$ cat config.mk
export PLATFORM = sky130hd
export DESIGN_NAME = sysid_info_regs
export DESIGN_NICKNAME = d
export VERILOG_FILES = /design/src/rtl/sysid_info_regs.sv
export SDC_FILE = /design/constraint.sdc
export NUM_CORES = 1
export LEC_CHECK = 0
export CAP_MARGIN = 20
export CORE_ASPECT_RATIO = 1.1
export CORE_MARGIN = 1.5
export CORE_UTILIZATION = 46
export DETAILED_ROUTE_END_ITERATION = 12
export HOLD_SLACK_MARGIN = 0.15
export PLACE_DENSITY_LB_ADDON = 0.12
export SYNTH_ARGS = -nofsm -noshare
export SYNTH_HDL_FRONTEND = slang
export SYNTH_SLANG_ARGS = --single-unit
export TNS_END_PERCENT = 5
$ cat constraint.sdc
create_clock -name clock -period 2.45 [get_ports clock]
set_input_delay 0.6125 -clock clock [delete_from_list [all_inputs] [get_ports clock]]
set_output_delay 0.6125 -clock clock [all_outputs]
set_load 0.1 [all_outputs]
$ cat src/rtl/sysid_info_regs.sv
// System-identification and housekeeping register block on an Avalon-MM slave port.
// Read data is captured at the acceptance edge and delivered READ_LATENCY edges later.
module sysid_info_regs #(
    parameter logic [31:0]  SYS_ID          = 32'h0000_0000,
    parameter logic [31:0]  BUILD_TIMESTAMP = 32'd1584165023,
    parameter int           HASH_WORDS      = 2,
    parameter logic [255:0] BUILD_HASH      = 256'h0,
    parameter int           READ_LATENCY    = 1,
    parameter int           UPTIME_DIV      = 50000000
) (
    input  logic        clock,
    input  logic        reset_n,
    input  logic [3:0]  address,
    input  logic        read,
    input  logic        write,
    input  logic [31:0] writedata,
    input  logic [3:0]  byteenable,
    output logic [31:0] readdata,
    output logic        readdatavalid
);

    localparam logic [31:0] PRESC_LAST = 32'(UPTIME_DIV - 1);
    localparam logic [31:0] CAPS = {26'd0,
                                    (UPTIME_DIV == 1) ? 1'b1 : 1'b0,
                                    (READ_LATENCY == 2) ? 1'b1 : 1'b0,
                                    4'(HASH_WORDS)};

    logic [63:0] cyc_reg;
    logic [31:0] shadow_hi_reg;
    logic [31:0] scratch_reg;
    logic [31:0] presc_reg;
    logic [31:0] uptime_reg;
    logic [31:0] rd_data_next;
    logic [31:0] hash_word [8];
    logic [31:0] pipe_data_reg [READ_LATENCY];
    logic [READ_LATENCY-1:0] pipe_valid_reg;

    logic wr_scratch;
    logic clr_uptime;
    logic snap_hi;
    logic presc_tc;

    assign wr_scratch = write && (address == 4'd2);
    assign clr_uptime = write && (address == 4'd6) && (|byteenable);
    assign snap_hi    = read && (address == 4'd4);
    assign presc_tc   = (presc_reg == PRESC_LAST);

    // Hash words beyond HASH_WORDS read as zero regardless of BUILD_HASH contents.
    genvar gi;
    generate
        for (gi = 0; gi < 8; gi++) begin : g_hash
            if (gi < HASH_WORDS) begin : g_valid
                assign hash_word[gi] = BUILD_HASH[32*gi +: 32];
            end else begin : g_zero
                assign hash_word[gi] = 32'd0;
            end
        end
    endgenerate

    always_comb begin
        rd_data_next = 32'd0;
        case (address)
            4'd0: rd_data_next = SYS_ID;
            4'd1: rd_data_next = BUILD_TIMESTAMP;
            4'd2: rd_data_next = scratch_reg;
            4'd3: rd_data_next = CAPS;
            4'd4: rd_data_next = cyc_reg[31:0];
            4'd5: rd_data_next = shadow_hi_reg;
            4'd6: rd_data_next = uptime_reg;
            4'd7: rd_data_next = 32'd0;
            default: rd_data_next = hash_word[address[2:0]];
        endcase
    end

    always_ff @(posedge clock or negedge reset_n) begin
        if (!reset_n) begin
            cyc_reg       <= 64'd0;
            shadow_hi_reg <= 32'd0;
            scratch_reg   <= 32'd0;
            presc_reg     <= 32'd0;
            uptime_reg    <= 32'd0;
        end else begin
            cyc_reg <= cyc_reg + 64'd1;
            if (snap_hi) begin
                shadow_hi_reg <= cyc_reg[63:32];
            end
            for (int b = 0; b < 4; b++) begin
                if (wr_scratch && byteenable[b]) begin
                    scratch_reg[8*b +: 8] <= writedata[8*b +: 8];
                end
            end
            // A software clear takes priority over a coincident prescaler tick.
            if (clr_uptime) begin
                presc_reg  <= 32'd0;
                uptime_reg <= 32'd0;
            end else if (presc_tc) begin
                presc_reg  <= 32'd0;
                uptime_reg <= uptime_reg + 32'd1;
            end else begin
                presc_reg  <= presc_reg + 32'd1;
            end
        end
    end

    always_ff @(posedge clock or negedge reset_n) begin
        if (!reset_n) begin
            pipe_valid_reg <= '0;
            for (int i = 0; i < READ_LATENCY; i++) begin
                pipe_data_reg[i] <= 32'd0;
            end
            readdata      <= 32'd0;
            readdatavalid <= 1'b0;
        end else begin
            pipe_valid_reg[0] <= read;
            pipe_data_reg[0]  <= rd_data_next;
            for (int i = 1; i < READ_LATENCY; i++) begin
                pipe_valid_reg[i] <= pipe_valid_reg[i-1];
                pipe_data_reg[i]  <= pipe_data_reg[i-1];
            end
            readdatavalid <= pipe_valid_reg[READ_LATENCY-1];
            if (pipe_valid_reg[READ_LATENCY-1]) begin
                readdata <= pipe_data_reg[READ_LATENCY-1];
            end
        end
    end

endmodule

==> reports/metrics.yaml <==
clock_tree:
  post_cts_buffers: 0
  cts_sinks: 258
  clock_latency_ns: 0.53
  root_buffer: "clkbuf_16"
  cts_tree: "built"
  htreeDepth: 1
  clock_path_buffers: 3
  clkTransAtPathRegs_ns: 0.06
  numCtsBuffers: 28
global_route:
  grt_max_degree: 64
  grt_use_total_pct: 24.21
  antenna_found_initial: 1
  grt_pass1_wl_um: 48970
  grt.overflow.total: 0
  grt_pass1_vias: 8481
sta:
  setup_viol: 0
  finalCriticalPeriod_ns: 2.257
  worstMarginPinSlew_ns: 0.6077
  hold_viol_final: 0
  fin_ws_ns: 0.1926
  skew_ns: 0.01021
  post-route-period-util_pct: 92.14
  slew_headroom_pct: 59.31
  rsz0062_at_grt: "false"
  max_freq_mhz: 443.0
  tns_ns: 0
  slew_viol_final: 0
route:
  wl_met3_um: 1750
  wirelength_um: 30830
  drc: 0
  drt_pass1_iterations: 8
  wl_met2_um: 14510
  met1_length_um: 13650
  highest_layer: "met4"
  ant_nets: 0
  avgViaCountPerCell: 5.710
  wl_per_cell_um: 20.57
  drtIter0Drc: 571
  vias: 8560
floorplanning:
  fp-row-count: 60
  die_h_um: 169.9
  die_w_um: 154.7
  dieArea_mm2: 0.02629
  num_io_pins: 77
  core-area_mm2: 0.02470
  initial_core_util_pct: 47.17
synthesis:
  ys_ff_latch: 258
  yosys_warnings: 0
  synth.distinct_cells: 48
  yosysSeqAreaShare_pct: 55.42
  synth_area_per_cell_um2: 11.38
  syn_inst: 1024
  syn-num-nets: 1071
  netlist_area_mm2: 0.01165
cells_and_area:
  final_nets: 1215
  drive_above_1_share_pct: 24.56
  fin_area_mm2: 0.01422
  fillers: 2095
  layout.cells.non_filler: 1499
  n_antenna_cell: 0
  largest_reg_flops: 64
  synthToLayoutAreaGrowth_pct: 22.04
flow_run:
  cap_violations: 0
placed_design:
  place_ws_ns: -0.3148
  place_area_mm2: 0.01323
  io_buffers: 76
  placed_cells: 1447
  dp_hpwl_um: 23040
  gp_congestion: 0.8562
pwr:
  p_leak_nw: 6.573
  ir_drop_v: 0.0004739
  powerDensity_mw_per_mm2: 738.2
min_path:
  hold_depth: 1
  hold_path.class: "reg2reg"
critical_path:
  cp.arrival_ns: 2.71
  worstSetupEndpointType: "flip-flop"
  r2r_cells: 5
  worst_setup_path_start_kind: "flip-flop"
  crit_fanout: 7
  required_ns: 2.90
  critPathKind: "reg2reg"
status:
  status: "complete, no violations"
==> final timing paths <==
path | start | to | slack [ns]
min | cyc_reg[63] | cyc_reg[63] | 0.47
max reg2reg | presc_reg[29] | uptime_reg[28] | 0.19
min reg2reg | cyc_reg[63] | cyc_reg[63] | 0.47
max in group asynchronous | reset_n | scratch_reg[20] | 1.06
max | presc_reg[29] | uptime_reg[28] | 0.19
min in group asynchronous | reset_n | readdata[26] | 0.64
==> routing by layer <==
layer | up-vias | GRT usage, %
li1 | 3989 | -
met1 | 4271 | 33.24
met2 | 249 | 39.23
met3 | 51 | 4.202
met4 | 0 | 7.734
met5 | - | 0
==> kinds of logic after synthesis <==
family / after synthesis / share of synthesized area, %
compound gates: 126 / 6.551
xor+xnor: 98 / 7.368
fa+ha+maj: 3 / 0.3222
buf+inv: 62 / 2.244
flops: 258 / 55.42
mux: 107 / 10.33
simple gates: 370 / 17.76
==> critical path: stages, from the launching register on <==
cell     delay [ns]
dfrtp_1        0.38
nor4_1         0.49
and3_2         0.40
nand4_1        0.31
or3_1          0.43
a21oi_1        0.15
==> synthesized netlist by cell type (all sizes together) <==
cell / number / area (um^2)
a222oi: 14 / 140.1
xnor2: 45 / 394.1
nor4: 21 / 216.5
ha: 3 / 37.54
or4: 6 / 45.04
o21ai: 45 / 225.2
and4: 9 / 80.08
buf: 12 / 72.56
mux2: 106 / 1194
a22oi: 18 / 135.1
xor2: 53 / 464.2
mux2i: 1 / 10.01
nand2b: 1 / 6.260
o31a: 1 / 8.760
dfrtp: 258 / 6456
clkbuf: 30 / 113.9
and2: 3 / 18.77
nor3: 23 / 125.1
nand3: 50 / 260.3
nor2b: 5 / 31.28
nand2: 84 / 315.3
o31ai: 4 / 30.03
or2: 1 / 6.260
nand3b: 1 / 7.510
o22ai: 1 / 6.260
nor2: 71 / 269.0
inv: 20 / 75.07
nand4: 48 / 376.6
nor4bb: 1 / 10.01
o21a: 1 / 7.510
a21oi: 42 / 210.2
nor3b: 3 / 22.52
and3: 17 / 108.9
nor4b: 3 / 26.28
or3: 23 / 143.9
==> what timing repair did <==
item | in CTS | in global routing
hold endpoints to repair | 56 | 0
resized for setup | 0 | 3
hold buffers | 1 | 0
endpoints found under the setup margin | 0 | 10
==> cell usage in the layout (no fill, tap or decap), types with 6 or more instances in the layout <==
| cell type | instances |
|---|---|
| mux2_2 | 106 |
| nand3_1 | 48 |
| buf_12 | 7 |
| xnor2_1 | 45 |
| a222oi_1 | 14 |
| nor4_1 | 12 |
| nor2_1 | 70 |
| o21ai_0 | 45 |
| and3_1 | 14 |
| xor2_1 | 53 |
| clkdlybuf4s50_1 | 42 |
| a22oi_1 | 18 |
| or3_1 | 22 |
| or4_1 | 6 |
| clkinv_2 | 6 |
| and4_1 | 8 |
| clkbuf_16 | 29 |
| clkbuf_1 | 9 |
| a21oi_1 | 42 |
| buf_4 | 104 |
| nand2_1 | 84 |
| inv_1 | 20 |
| nand4_1 | 40 |
| nor3_1 | 20 |
| dfrtp_1 | 258 |
==> layout make-up <==
type / count / area (um^2) / share of cell area [%]
sequential: 258 / 6456 / 45.41
timing repair buffer: 156 / 1378 / 9.689
tap: 310 / 387.9 / 2.728
multi-input combinational: 704 / 4960 / 34.89
clock buffer: 39 / 773.2 / 5.439
clock inverter: 12 / 187.7 / 1.320
inverter: 20 / 75.07 / 0.5280
==> power by group <==
part | switching [W] | internal [W] | total (W)
Combinational | 0.000709 | 0.000473 | 0.00118
Clock | 0.00169 | 0.00272 | 0.00441
Sequential | 0.000321 | 0.00458 | 0.00490
Total | 0.00272 | 0.00777 | 0.0105
==> stage by stage <==
stage	util, %	power [W]	hold slack [ns]
final	57.56	0.01050	0.4739
after global routing	57.56	0.01093	0.4888
after CTS	57.51	0.01059	0.4761
after detailed placement	53.58	0.006162	0.4636
after global placement	53.54	0.006136	0.4527
after floorplan	-	0.005597	0.3169
Power figures use the tool's default switching activity.
